$ cat src/rtl/fp_pkg.sv
// -----------------------------------------------------------------------------
// fp_pkg: definitions shared across the FP add/sub datapath.
//   - Exponent-compare codes produced by the exponent comparator and consumed
//     by the mantissa aligner.
//   - Aligner FSM state encoding.
//   - Default exponent / mantissa widths (mantissa includes the hidden bit).
// -----------------------------------------------------------------------------
package fp_pkg;

  localparam int EXP_W_DEF = 8;
  localparam int MAN_W_DEF = 24;

  // Compare codes: GREAT means exp_A < exp_B, SMALL means exp_A > exp_B.
  localparam logic [1:0] CMP_EQUAL = 2'b00;
  localparam logic [1:0] CMP_GREAT = 2'b01;
  localparam logic [1:0] CMP_SMALL = 2'b10;
  localparam logic [1:0] CMP_ERROR = 2'b11;

  typedef enum logic [1:0] {
    IDLE  = 2'd0,
    SHIFT = 2'd1,
    DONE  = 2'd2
  } align_state_e;

endpackage

$ cat src/rtl/fp_mantissa_aligner_align_shift_step.sv
// -----------------------------------------------------------------------------
// align_shift_step: combinational single-bit logical right shift with sticky
// accumulate, used on the target-mantissa path of fp_mantissa_aligner.
//   man_in     : mantissa before this step
//   sticky_in  : OR of bits already shifted out
//   man_out    : man_in >> 1, zero filled
//   sticky_out : sticky_in OR the bit dropped by this step
// -----------------------------------------------------------------------------
module align_shift_step #(
  parameter int MAN_W = 24
) (
  input  logic [MAN_W-1:0] man_in,
  input  logic             sticky_in,
  output logic [MAN_W-1:0] man_out,
  output logic             sticky_out
);

  assign man_out    = {1'b0, man_in[MAN_W-1:1]};
  assign sticky_out = sticky_in | man_in[0];

endmodule

$ cat src/rtl/fp_mantissa_aligner.sv
// -----------------------------------------------------------------------------
// fp_mantissa_aligner: aligns two FP mantissas to the larger exponent by
// right-shifting the smaller-exponent mantissa one bit per clock.
//
// Ports:
//   clk, rst_n                    : clock (rising edge), async active-low reset
//   in_valid / in_ready           : operand-set handshake (ready only in IDLE)
//   in_code                       : exponent-compare code from the comparator
//   in_exp_A/B, in_man_A/B        : operand exponents and mantissas
//   out_valid / out_ready         : aligned-result handshake
//   out_exp                       : common (larger) exponent, 0 on ERROR
//   out_man_A/B                   : aligned mantissas
//   out_err                       : input code was ERROR
//   out_sticky (ALIGN_STICKY_EN)  : OR of all bits shifted out of the target
//
// Configuration macro: ALIGN_STICKY_EN adds out_sticky; without it the
// shifted-out bits are simply discarded.
//
// Latency is n+1 cycles from presenting the input, n = min(diff, MAN_W).
// The compare code is trusted; exponents are never re-compared here.
// -----------------------------------------------------------------------------
module fp_mantissa_aligner
  import fp_pkg::*;
#(
  parameter int EXP_W = EXP_W_DEF,
  parameter int MAN_W = MAN_W_DEF
) (
  input  logic             clk,
  input  logic             rst_n,
  input  logic             in_valid,
  output logic             in_ready,
  input  logic [1:0]       in_code,
  input  logic [EXP_W-1:0] in_exp_A,
  input  logic [EXP_W-1:0] in_exp_B,
  input  logic [MAN_W-1:0] in_man_A,
  input  logic [MAN_W-1:0] in_man_B,
  output logic             out_valid,
  input  logic             out_ready,
  output logic [EXP_W-1:0] out_exp,
  output logic [MAN_W-1:0] out_man_A,
  output logic [MAN_W-1:0] out_man_B,
  output logic             out_err
`ifdef ALIGN_STICKY_EN
  ,
  output logic             out_sticky
`endif
);

  localparam int CNT_W = $clog2(MAN_W + 1);
  // MAN_W expressed one bit wider than an exponent so the saturation compare
  // never truncates either side.
  localparam logic [EXP_W:0] MAN_W_X = (EXP_W + 1)'(MAN_W);

  align_state_e     state;
  logic [CNT_W-1:0] cnt;
  logic             target_a;   // 1: shift mantissa A, 0: shift mantissa B

  // Decode of the operand set presented in IDLE.
  logic [EXP_W-1:0] dec_diff;
  logic [EXP_W-1:0] dec_exp;
  logic             dec_target_a;
  logic             dec_err;
  logic [CNT_W-1:0] dec_cnt;

  // NOTE: every always_comb output gets a default first, so no path through
  // the case can leave it unassigned and infer a latch.
  always_comb begin
    dec_diff     = '0;
    dec_exp      = in_exp_A;
    dec_target_a = 1'b0;
    dec_err      = 1'b0;
    unique case (in_code)
      CMP_SMALL: begin
        dec_diff     = in_exp_A - in_exp_B;
        dec_target_a = 1'b0;
        dec_exp      = in_exp_A;
      end
      CMP_GREAT: begin
        dec_diff     = in_exp_B - in_exp_A;
        dec_target_a = 1'b1;
        dec_exp      = in_exp_B;
      end
      CMP_EQUAL: ;
      CMP_ERROR: begin
        dec_err = 1'b1;
        dec_exp = '0;
      end
    endcase
    if ({1'b0, dec_diff} >= MAN_W_X) dec_cnt = CNT_W'(MAN_W);
    else                             dec_cnt = CNT_W'(dec_diff);
  end

  // Single shifter on whichever mantissa is the target.
  logic [MAN_W-1:0] step_in;
  logic [MAN_W-1:0] step_out;
  logic             step_sticky_in;
  logic             step_sticky_out;

  assign step_in = target_a ? out_man_A : out_man_B;

`ifdef ALIGN_STICKY_EN
  assign step_sticky_in = out_sticky;
`else
  assign step_sticky_in = 1'b0;
  logic unused_sticky;
  assign unused_sticky = step_sticky_out;
`endif

  align_shift_step #(.MAN_W(MAN_W)) u_step (
    .man_in     (step_in),
    .sticky_in  (step_sticky_in),
    .man_out    (step_out),
    .sticky_out (step_sticky_out)
  );

  assign in_ready = (state == IDLE);

  // NOTE: sequential state uses non-blocking assignments only, so every
  // register samples pre-edge values regardless of statement order.
  always_ff @(posedge clk or negedge rst_n) begin
    if (!rst_n) begin
      state      <= IDLE;
      cnt        <= '0;
      target_a   <= 1'b0;
      out_valid  <= 1'b0;
      out_exp    <= '0;
      out_man_A  <= '0;
      out_man_B  <= '0;
      out_err    <= 1'b0;
`ifdef ALIGN_STICKY_EN
      out_sticky <= 1'b0;
`endif
    end else begin
      unique case (state)
        IDLE: begin
          if (in_valid) begin
            out_man_A  <= in_man_A;
            out_man_B  <= in_man_B;
            out_exp    <= dec_exp;
            out_err    <= dec_err;
            target_a   <= dec_target_a;
            cnt        <= dec_cnt;
`ifdef ALIGN_STICKY_EN
            out_sticky <= 1'b0;
`endif
            if (dec_cnt == '0) begin
              state     <= DONE;
              out_valid <= 1'b1;
            end else begin
              state <= SHIFT;
            end
          end
        end
        SHIFT: begin
          if (target_a) out_man_A <= step_out;
          else          out_man_B <= step_out;
`ifdef ALIGN_STICKY_EN
          out_sticky <= step_sticky_out;
`endif
          cnt <= cnt - CNT_W'(1);
          if (cnt == CNT_W'(1)) begin
            state     <= DONE;
            out_valid <= 1'b1;
          end
        end
        DONE: begin
          // Outputs hold until the downstream takes them.
          if (out_ready) begin
            state     <= IDLE;
            out_valid <= 1'b0;
          end
        end
        default: state <= IDLE;
      endcase
    end
  end

endmodule

$ cat config.mk
export PLATFORM = sky130hd
export DESIGN_NAME = fp_mantissa_aligner
export DESIGN_NICKNAME = d
export VERILOG_FILES = /design/src/rtl/fp_pkg.sv /design/src/rtl/fp_mantissa_aligner_align_shift_step.sv /design/src/rtl/fp_mantissa_aligner.sv
export SDC_FILE = /design/constraint.sdc
export NUM_CORES = 1
export LEC_CHECK = 0
export ABC_CLOCK_PERIOD_IN_PS = 3200
export CORE_UTILIZATION = 40
export CTS_CLUSTER_SIZE = 24
export DETAILED_ROUTE_END_ITERATION = 12
export PLACE_DENSITY = 0.7
export SETUP_SLACK_MARGIN = 0.05
export SLEW_MARGIN = 25
export SYNTH_ARGS = -nofsm -noshare
export SYNTH_HDL_FRONTEND = slang
export SYNTH_SLANG_ARGS = --single-unit
$ cat constraint.sdc
create_clock -name clk -period 3.2 [get_ports clk]
set_input_delay 0.64 -clock clk [delete_from_list [all_inputs] [get_ports clk]]
set_output_delay 0.64 -clock clk [all_outputs]
set_load 0.005 [all_outputs]
## Yosys cells after proc, flatten, opt, wreduce, memory -nomap -nowiden

Index checks and enable logic that the tools add are counted.

| operators by class | value |
|---|---|
| add/sub/neg operators | 3 |
| muxes and demuxes | 24 |
| divide/modulo/power cells | 0 |
| shifts and indexed selects | 0 |
| bitwise operators | 0 |
| $mul | 0 |
| magnitude comparators | 1 |
| equality and inequality tests | 12 |
| reductions and logical operators | 10 |

Operator list:

| operator | count |
|---|---|
| 24-bit two-way mux | 5 |
| 24-bit case mux with 2 select lines | 2 |
| 8-bit case mux with 2 select lines | 2 |
| 8-bit subtractor | 2 |
| 5-bit two-way mux | 2 |
| 2-bit != test (second input constant) | 5 |
| 5-bit case mux with 2 select lines | 1 |
| 3-bit AND reduction | 3 |
| 8-bit by 5-bit >= comparator with 1-bit output (second input constant) | 1 |
| 2-bit two-way mux | 4 |
| 2-bit equality test (second input constant) | 3 |
| 1-bit two-way mux | 6 |
| 2-bit case mux with 3 select lines | 1 |
| 5-bit by 1-bit equality test with 1-bit output (second input constant) | 1 |
| 5-bit zero test | 1 |
| 5-bit AND reduction | 1 |
| 5-bit by 1-bit subtractor with 5-bit output (second input constant) | 1 |
| 2-bit by 1-bit equality test with 1-bit output (second input constant) | 2 |
| 2-bit AND reduction | 2 |
| 1-bit case mux with 3 select lines | 1 |
| 3-bit nonzero test | 1 |
| 2-bit zero test | 1 |
| 2-bit by 1-bit != test with 1-bit output (second input constant) | 1 |
| 2-bit nonzero test | 1 |

| storage, ports and cells | value |
|---|---|
| word-level logic and storage cells | 58 |
| ROM bits | 0 |
| memories kept | 0 |
| RAM bits | 0 |
| latch bits | 0 |
| register bits | 66 |

## Depth between registers and ports, before layout

| logic depth | value |
|---|---|
| depth in word-level cells | 8 |
| depth in mapped cells | 11 |
| gate-level depth less buffers | 11 |

## Hierarchy

From an unflattened synthesis, not the netlist that was laid out.

| second synthesis, totals | value |
|---|---|
| cell total of the unflattened synthesis | 492 |
| area total of the unflattened synthesis | 4305.4 sq um |

By module, submodules not included:

| module | seq. area each (sq um) | instances | area an instance (sq um) | cells an instance |
|---|---|---|---|---|
| fp_mantissa_aligner | 1651.6 | 1 | 4115.2 | 466 |
| align_shift_step | 0.0 | 1 | 190.2 | 26 |

## Least setup slack after synthesis

Ideal clock, no wire load.

| path | value |
|---|---|
| kind | in2reg |
| start point | input port in_exp_A[0] |
| end point | register state[0] |
| path slack | 430 ps |
| setup time | 123 ps |
| arrival time | 2647 ps |
| cell stages on the path | 11 |
| cell sequence | inv_1 ha_1 inv_1 fa_1 a21o_1 a21oi_2 nor2_1 o31a_1 o41ai_4 nand3_2 o221a_1 |

| on the way | value |
|---|---|
| longest elaborated chain between the ends | 8 |
| elaborated cells between the ends (all ways) | 9 |
| classes of those cells | add/sub: 2; order compare: 1; mux: 5; reduce/logical: 1 |

RTL lines:

| what | line | RTL |
|---|---|---|
| start: declaration | fp_mantissa_aligner.sv:33 | `input logic [EXP_W-1:0] in_exp_A,` |
| 8-bit subtractor (on tied branches) | fp_mantissa_aligner.sv:79, fp_mantissa_aligner.sv:74 |  |
| 8-bit case mux with 2 select lines (*) | fp_mantissa_aligner.sv:72 | `unique case (in_code)` |
| 8-bit by 5-bit >= comparator with 1-bit output | fp_mantissa_aligner.sv:89 | `if ({1'b0, dec_diff} >= MAN_W_X) dec_cnt = CNT_W'(MAN_W);` |
| 5-bit two-way mux (*) | fp_mantissa_aligner.sv:89 |  |
| 5-bit zero test (*) | fp_mantissa_aligner.sv:146 | `if (dec_cnt == '0) begin` |
| 2-bit two-way mux (*) | fp_mantissa_aligner.sv:146 |  |
| 2-bit two-way mux (*) | fp_mantissa_aligner.sv:136 | `if (in_valid) begin` |
| 2-bit case mux with 3 select lines (*) | fp_mantissa_aligner.sv:134 | `unique case (state)` |
| end signal: assignment | fp_mantissa_aligner.sv:147 | `state <= DONE;` |
| end signal: assignment | fp_mantissa_aligner.sv:150 | `state <= SHIFT;` |
| end signal: assignment | fp_mantissa_aligner.sv:162 | `state <= DONE;` |
| end: declaration | fp_mantissa_aligner.sv:54 | `align_state_e state;` |

Mark *: on every way between the ends. The rest lies on a longest branch, timed or not. The select of a mux whose other input is x is not followed.
A chain may end at the register's enable or synchronous reset.

## Worst setup path after layout

| path | value |
|---|---|
| start point | input port in_exp_B[0] |
| end point | register state[0] |

| on the way | value |
|---|---|
| longest elaborated chain between the ends | 8 |
| elaborated cells between the ends (all ways) | 9 |
| classes of those cells | add/sub: 2; order compare: 1; mux: 5; reduce/logical: 1 |

RTL lines:

| what | line | RTL |
|---|---|---|
| start: declaration | fp_mantissa_aligner.sv:34 | `input logic [EXP_W-1:0] in_exp_B,` |
| 8-bit subtractor (on tied branches) | fp_mantissa_aligner.sv:79, fp_mantissa_aligner.sv:74 |  |
| 8-bit case mux with 2 select lines (*) | fp_mantissa_aligner.sv:72 |  |
| 8-bit by 5-bit >= comparator with 1-bit output | fp_mantissa_aligner.sv:89 |  |
| 5-bit two-way mux (*) | fp_mantissa_aligner.sv:89 |  |
| 5-bit zero test (*) | fp_mantissa_aligner.sv:146 |  |
| 2-bit two-way mux (*) | fp_mantissa_aligner.sv:146 |  |
| 2-bit two-way mux (*) | fp_mantissa_aligner.sv:136 |  |
| 2-bit case mux with 3 select lines (*) | fp_mantissa_aligner.sv:134 |  |

Marked as above.

==> reports/metrics.yaml <==
status: "completed"
use_met3: 0.0441
critPathCaptureType: "flop"
worst_setup_path_start_kind: "input port"
ir_worst_vdd_mv: 0.327
num_vias: 3975
via_per_inst: 5.31
grt_antenna_before_repair: 0
p_per_area_nw_per_um2: 857
drv_slew: 0
cts_setup_buffers: 0
stdcell_area_um2: 5840
path_buf_inv: 5
antenna_left: 0
met1_usage: 0.289
diodes: 0
grt_pass1_vias: 3880
synth_edf_count: 0
final_cells: 749
fin_crit_ps: 3070
rsz0062_at_grt: "no"
grt_use_total: 0.224
clock-root-buffer: "clkbuf_8"
required_ps: 3430
io_pins: 129
async_flop_share: 1.00
crit_type: "in -> reg"
grt_max_degree: 49
slew_headroom: 0.513
ys_seq_area_frac: 0.400
drc: 0
path_delay_family: "compound AO/OA/AOI/OAI gates"
clkTransAtPathRegs_ps: 80
grt_use_met2: 0.375
synth_seq_cells: 66
crit_slowest_cell: "clkdlybuf4s50_1"
die_area_um2: 10700
ys_warn_count: 0
fin_skew_ps: 12.5
syn-num-nets: 574
clk-insertion-delay-late_ps: 350
areaGrowthSynthToFinish_pct: 41.2
drtIter0Drc: 191
hold_buffers: 0
placed_cell_area_um2: 5620
top_usage_layer: "met2"
overflow: 0
syn_area_um2: 4130
synth_flop_cell: "dfrtp_1"
setup_violations: 0
cpPeakStageDelay_ps: 430
layout-drive-gt1-share: 0.0795
hpwlAfterDp_mm: 8.53
drv_cap: 0
dp_cells: 733
cts_tree: "done"
crit_path_cell_trace: "clkdlybuf4s50_1, buf_4, inv_1, ha_1, inv_1, fa_1, a21o_1, a21oi_1, o311ai_0, o31ai_1, buf_4, nand3_2, o221a_1"
gp_congestion: 0.922
clk_path_buf_depth: 2
dr.pass1.iters: 4
rows: 36
die_w_um: 104
synth_cell_types: 46
fin_crit_sh: 0.960
crit_arrival_ps: 3300
syn_inst: 483
p_leak_nw: 2.49
start_util: 0.417
die_h_um: 104
wl_mm: 11.6
port_buffers: 128
htreeDepth: 3
tightest_slew_ps: 730
syn_area_per_cell_um2: 8.56
cts_resized: 0
max_freq_ghz: 0.326
worstPathMaxFanout: 4
clock_sinks: 66
hp-class: "in -> async"
avgRoutedWirePerCell_um: 15.5
coreArea_um2: 9910
nNetsFinal: 703
hold_violations: 0
grt_pass1_wl_mm: 19.4
cts_inserted_buffers: 9
fin_util: 0.589
## per-layer routing
| metal | up-vias | wire length [µm] |
|---|---|---|
| li1 | 1951 | - |
| met1 | 1862 | 5160 |
| met2 | 140 | 5630 |
| met3 | 22 | 668 |
| met4 | 0 | 179 |
| met5 | - | 0 |
## worst paths after layout
check,start,to,slack [ps],cells past startpoint
worst max-delay path,in_exp_B[0],state[0],130,13
worst min-delay path,rst_n,out_man_A[3],340,1
worst max register to register,state[0],out_man_B[19],1190,5
worst min register to register,out_err,out_err,480,2
max in group asynchronous,rst_n,out_man_B[23],2200,2
min in group clk,out_err,out_err,480,2
## layout by cell type, fill, tap and decap left out, types with 3 or more instances in the layout
cell and count:
nand2_1 65, a22oi_1 4, clkdlybuf4s50_1 127, o21ai_0 12
xnor2_1 7, o211ai_1 3, clkbuf_8 10, o31ai_1 49
dfrtp_1 66, ha_1 19, a211oi_1 24, buf_4 18
a21o_1 5, nor2_1 76, inv_1 25, a21oi_1 16
nor3_1 6, a221oi_1 6, nor2b_1 24, nand2b_1 5
o21ai_1 3, xor2_1 4
## report_power, final
part / switching [mW] / internal [mW] / total, mW
clock: 0.335 / 0.374 / 0.709
combinational: 1.32 / 1.39 / 2.72
sequential: 0.321 / 1.25 / 1.58
## synth_stat cells (all sizes together) (2+ instances only)
master,n,share of area
xor2,4,0.0085
buf,12,0.017
or4,2,0.0036
nor2b,25,0.038
o31a,2,0.0042
a221oi,6,0.013
nand2,67,0.062
nand2b,5,0.0076
o31ai,49,0.089
nor3,6,0.0073
a211oi,25,0.047
dfrtp,66,0.40
fa,2,0.0097
a21oi,19,0.025
clkbuf,19,0.022
nor2,77,0.070
xnor2,7,0.015
o21ai,15,0.018
a31oi,2,0.0030
inv,25,0.023
a22oi,5,0.010
ha,19,0.058
nand3,3,0.0048
a22o,2,0.0042
a21o,5,0.0091
o211ai,3,0.0054
## flip-flops by register name, indices dropped and copies added (netlist names)
signal and cells:
state 2, out_err 1, out_man_B 24, out_exp 8, out_valid 1, out_man_A 24, cnt 5, target_a 1
## logic make-up (layout without fill, tap and decap cells)
group	Yosys count	count (layout)	share of synthesized area
AND/OR/NAND/NOR	189	189	0.201
AO/OA/AOI/OAI	140	140	0.247
flip-flops	66	66	0.400
buffers and inverters	56	189	0.0615
adder cells (fa/ha/maj)	21	21	0.0672
XOR/XNOR	11	11	0.0233
## per-stage QoR
| step | setup slack [ps] | TNS (ps) | hold slack [ps] | power [mW] |
|---|---|---|---|---|
| 5_1_grt | 66.5 | 0 | 400 | 5.39 |
| 3_5_place_dp | -166 | -740 | 462 | 4.27 |
| 4_1_cts | 203 | 0 | 364 | 4.99 |
| 3_3_place_gp | -98.1 | -221 | 461 | 4.20 |
| 2_1_floorplan | 430 | 0 | 344 | 2.99 |
| 6_report | 129 | 0 | 344 | 5.00 |
## area by class of cell
type                    count  area [µm²]
clock buffers              10         138
clock inverters             5        55.1
fillers                   886        4070
inverters                  25        93.8
multi-input cells         361        2250
flip-flops and latches     66        1650
well taps                 133         166
repair buffers            149        1480
Power figures use the tool's default switching activity.
